--- config.mk ---
export PLATFORM = sky130hd
export DESIGN_NAME = bus_arbiter
export DESIGN_NICKNAME = d
export VERILOG_FILES = /design/src/rtl/bus_arbiter_pkg.sv /design/src/rtl/rr_next_owner.sv /design/src/rtl/bus_arbiter.sv
export SDC_FILE = /design/constraint.sdc
export NUM_CORES = 1
export LEC_CHECK = 0
export BUFFER_PORTS_ARGS = -buffer_cell sky130_fd_sc_hd__buf_4
export CORE_AREA = 2 2 131 133
export DETAILED_ROUTE_END_ITERATION = 10
export DIE_AREA = 0 0 133 135
export PLACE_DENSITY_LB_ADDON = 0.12
export SLEW_MARGIN = 15
export SYNTH_ARGS = -nofsm -noshare
export SYNTH_HDL_FRONTEND = slang
export SYNTH_HIERARCHICAL = 1
export SYNTH_SLANG_ARGS = --single-unit
--- constraint.sdc ---
create_clock -name clk -period 2.11 [get_ports clk]
set_input_delay 0.211 -clock clk [delete_from_list [all_inputs] [get_ports clk]]
set_output_delay 0.211 -clock clk [all_outputs]
set_load 0.005 [all_outputs]
--- src/rtl/bus_arbiter_pkg.sv ---
// Shared definitions for the system-bus arbiter slice.
// Widths, master indices, active-low levels and a grant decode helper.
package bus_arbiter_pkg;

    localparam int WORD_W      = 32;
    localparam int WORD_ADDR_W = 30;
    localparam int MASTERS     = 4;
    localparam int OWNER_W     = 2;
    localparam int CNT_W       = 8;
    localparam int TIMEOUT_CYC = 255;

    localparam logic ENABLE_  = 1'b0;
    localparam logic DISABLE_ = 1'b1;

    localparam logic [OWNER_W-1:0] IF_MASTER  = 2'd0;
    localparam logic [OWNER_W-1:0] MEM_MASTER = 2'd1;

    // Active-low one-hot grant for a given owner index.
    function automatic logic [MASTERS-1:0] grant_vec(
        input logic [OWNER_W-1:0] idx
    );
        return ~(MASTERS'(1) << idx);
    endfunction

endpackage

--- src/rtl/rr_next_owner.sv ---
// Rotate-priority encoder: picks the next bus owner from active-low requests.
// Ports: req_ (per-master request), owner (current) -> next_owner, valid.
module rr_next_owner
    import bus_arbiter_pkg::*;
(
    input  logic [MASTERS-1:0] req_,
    input  logic [OWNER_W-1:0] owner,
    output logic [OWNER_W-1:0] next_owner,
    output logic               valid
);

    logic [OWNER_W-1:0] cand;

    always_comb begin
        next_owner = owner;
        valid      = 1'b0;
        cand       = owner;
        if (req_[owner] == ENABLE_) begin
            valid = 1'b1;
        end else begin
            // Walk from farthest to nearest so the nearest requester wins.
            for (int k = MASTERS - 1; k >= 1; k--) begin
                cand = owner + OWNER_W'(k);
                if (req_[cand] == ENABLE_) begin
                    next_owner = cand;
                    valid      = 1'b1;
                end
            end
        end
    end

endmodule

--- src/rtl/bus_arbiter.sv ---
// Round-robin shared-bus arbiter with bus parking, owner mux and rdy_ watchdog.
// Ports: clk, reset (sync active-low), m_* master side, s_* bus side, owner, bus_timeout.
module bus_arbiter
    import bus_arbiter_pkg::*;
#(
    parameter int ADDR_W  = WORD_ADDR_W,
    parameter int DATA_W  = WORD_W,
    parameter int TIMEOUT = TIMEOUT_CYC
) (
    input  logic                      clk,
    input  logic                      reset,
    input  logic [MASTERS-1:0]        m_req_,
    input  logic [MASTERS*ADDR_W-1:0] m_addr,
    input  logic [MASTERS-1:0]        m_as_,
    input  logic [MASTERS-1:0]        m_rw,
    input  logic [MASTERS*DATA_W-1:0] m_wr_data,
    output logic [MASTERS-1:0]        m_grnt_,
    output logic [ADDR_W-1:0]         s_addr,
    output logic                      s_as_,
    output logic                      s_rw,
    output logic [DATA_W-1:0]         s_wr_data,
    input  logic                      s_rdy_,
    output logic [OWNER_W-1:0]        owner,
    output logic                      bus_timeout
);

    localparam logic [CNT_W-1:0] TO_C = CNT_W'(TIMEOUT);

    logic [CNT_W-1:0]   wait_cnt;
    logic [CNT_W-1:0]   cnt_d;
    logic [OWNER_W-1:0] arb_owner;
    logic [OWNER_W-1:0] owner_d;
    logic               arb_valid;
    logic               waiting;
    logic               expired;
    logic               hold;

    rr_next_owner u_rr (
        .req_       (m_req_),
        .owner      (owner),
        .next_owner (arb_owner),
        .valid      (arb_valid)
    );

    assign s_addr    = m_addr[32'(owner) * ADDR_W +: ADDR_W];
    assign s_wr_data = m_wr_data[32'(owner) * DATA_W +: DATA_W];
    assign s_rw      = m_rw[owner];
    assign s_as_     = m_as_[owner];

    assign waiting     = (s_as_ == ENABLE_) && (s_rdy_ == DISABLE_);
    assign expired     = (wait_cnt == TO_C);
    // An expired watchdog releases the bus for one arbitration slot.
    assign hold        = waiting && !expired;
    assign bus_timeout = expired;

    always_comb begin
        owner_d = owner;
        cnt_d   = wait_cnt + CNT_W'(1);
        if (!hold && arb_valid) begin
            owner_d = arb_owner;
        end
        if (expired || !waiting || (owner_d != owner)) begin
            cnt_d = '0;
        end
    end

    always_ff @(posedge clk) begin
        if (!reset) begin
            owner    <= IF_MASTER;
            m_grnt_  <= grant_vec(IF_MASTER);
            wait_cnt <= '0;
        end else begin
            owner    <= owner_d;
            m_grnt_  <= grant_vec(owner_d);
            wait_cnt <= cnt_d;
        end
    end

endmodule

==> impl_metrics.toml <==
[yosys]
ys_ff_latch = 14
synth.distinct_cells = 40
synth_cells = 166
syn_avg_cell_area_sq_um = 13.6
synth_area_sq_mm = 0.00225
ys_async_sr_fraction = 0
syn-num-nets = 430
synth_edf_count = 0
synth_flop_cell = "dfxtp_1"
seq_area_frac_synth = 0.125
ys_warn_count = 6

[global_routing]
grt_usage = 0.146
grt-ovfl-total = 0
grt_pass1_wl_mm = 20.0
antenna_found_initial = 0
grt_max_degree = 35
grt_pass1_vias = 3162

[sta]
fin_ws_ns = 0.152
period_minus_slack_ns = 1.96
fin_skew_ns = 0.00191
worstMarginPinSlew_ns = 0.504
holdWs_ns = 0.266
setup-tns-final_ns = 0
max_freq_ghz = 0.511
rsz0062_at_grt = "no"
final-setup-viol-count = 0
drv_slew = 0
relSlewSlack = 0.664
period_share = 0.928
finalHoldViolations = 0

[critical_path]
worst_setup_path_end_kind = "primary output"
cp.required_ns = 1.90
cp_cell_sequence = "buf_4 > mux4_2 > buf_4"
cp_max_fo = 34
cp_slowest_stage_delay_ns = 0.45
arrival_ns = 1.75
cp_slowest_cell = "buf_4"
critPathTopFamily = "buffers and inverters"
crit_type = "reg -> out"
cp.buffers_inverters = 2
startpoint_type = "flip-flop"
path_common_cell = "buf_4"

[detailed_routing]
ant_nets = 0
drt-initial-drc-count = 129
post_drt_wl_per_cell_um = 19.7
drc_errors = 0
wl_mm = 14.0
drt-pass1-iter-count = 4
drt-vias-per-instance = 4.22
vias = 2997

[cells_and_area]
nNetsFinal = 755
final_area_sq_mm = 0.00508
n_antenna_cell = 0
multi_input_area_sq_mm = 0.00186
area_growth_pct = 126
fill_cells = 1711
final_cell_mix = "buf_4, mux4_2, dfxtp_1, nor2_1"
final_common_cell = "buf_4"
drive_gt1_frac = 0.839
area.sequential_sq_um = 288

[power]
power.density_mw_per_mm2 = 404
ir_worst_vdd_mv = 0.261
p_leak_nw = 2.28

[die]
dieWidth_um = 133
die_area_sq_mm = 0.0180
io_pins = 334
row_count = 47
start_util = 0.137
core-area_sq_mm = 0.0164
fp.dieH_um = 135

[cts]
cts_resized = 0
clk_pin_slew_ns = 0.05
cts.hold.buffers_added = 0
post_cts_buffers = 0
htree_levels = 1
cts_sinks = 14
cts_buffer_depth = 2
clk_latency_ns = 0.25
numCtsBuffers = 3
cts-root-buf = "clkbuf_16"
cts_tree = "done"

[placement]
place_area_sq_mm = 0.00500
dp_hpwl_mm = 12.1
port_buffers = 333
place_congestion = 0.850
pre_cts_ws_ns = 0.423

[hold_path]
hold_class = "in -> reg"

[outcome]
status = "completed"

[job]
max-cap-violations = 0
==> worst register-to-register path, delay by kind of cell (launching register included) <==
family	cells	cell delay [ns]
AO/OA/AOI/OAI	1	0.14
AND/OR/NAND/NOR	2	0.54
flip-flops	1	0.36
multiplexers	1	0.15
buffers and inverters	1	0.14
adder cells (fa/ha/maj)	1	0.20
==> sequential cells by signal, indices dropped and copies added, names as in the netlist <==
register  count
m_grnt_       4
wait_cnt      8
owner         2
==> power breakdown <==
group	internal, mW	switching [mW]
clock network	0.287	0.111
registers	0.280	0.0227
logic	0.893	0.459
total	1.46	0.593
==> cells by family (layout without fill, tap and decap cells) <==
group | Yosys count | after routing | share of synthesized area
AND/OR/NAND/NOR | 38 | 38 | 0.0873
multiplexers | 66 | 66 | 0.646
AO/OA/AOI/OAI | 20 | 20 | 0.0656
XOR/XNOR | 6 | 6 | 0.0233
flip-flops | 14 | 14 | 0.125
buffers and inverters | 21 | 345 | 0.0478
adder cells (fa/ha/maj) | 1 | 1 | 0.00556
==> metal layers <==
metal,global-route usage,wire length (um),vias to the layer above
li1,-,-,1373
met3,0.0278,877,12
met5,0,0,-
met4,0.0299,180,0
met2,0.276,7550,139
met1,0.172,5380,1473
==> path summary, 6_finish.rpt <==
path | from | to | slack, ns | depth (start not counted)
min | reset | wait_cnt[1] | 0.27 | 2
max | owner[1] | s_addr[5] | 0.15 | 3
min reg2reg | wait_cnt[0] | wait_cnt[0] | 0.46 | 1
max reg2reg | wait_cnt[0] | m_grnt_[0] | 0.47 | 6
==> synthesized netlist by cell type, types with 2 or more instances <==
cell,n,area share
xnor2_1,2,0.0078
a21oi_1,5,0.011
nand3_1,5,0.011
nor3_1,2,0.0044
clkbuf_1,7,0.012
or2_1,2,0.0056
mux4_2,63,0.63
o21ai_0,4,0.0089
xor2_1,4,0.016
inv_1,4,0.0067
buf_4,4,0.013
buf_2,5,0.011
nor2_1,11,0.018
nand4_1,3,0.0083
mux2i_1,2,0.0089
a22oi_1,2,0.0067
nand2_1,5,0.0083
dfxtp_1,14,0.12
==> stage by stage <==
stage	power, mW	std cells	utilization
CTS	2.09	710	0.310
finish	2.05	710	0.310
global placement	1.67	706	0.305
global route	2.17	710	0.310
detailed placement	1.67	706	0.305
floorplan	0.865	166	-
==> final cells by class <==
type / instances / area share
clock buffers: 4 / 0.0175
multi-input cells: 131 / 0.366
flip-flops and latches: 14 / 0.0566
inverters: 4 / 0.00295
well taps: 220 / 0.0541
repair buffers: 337 / 0.502
No activity file was read; power rests on OpenSTA's default activity.
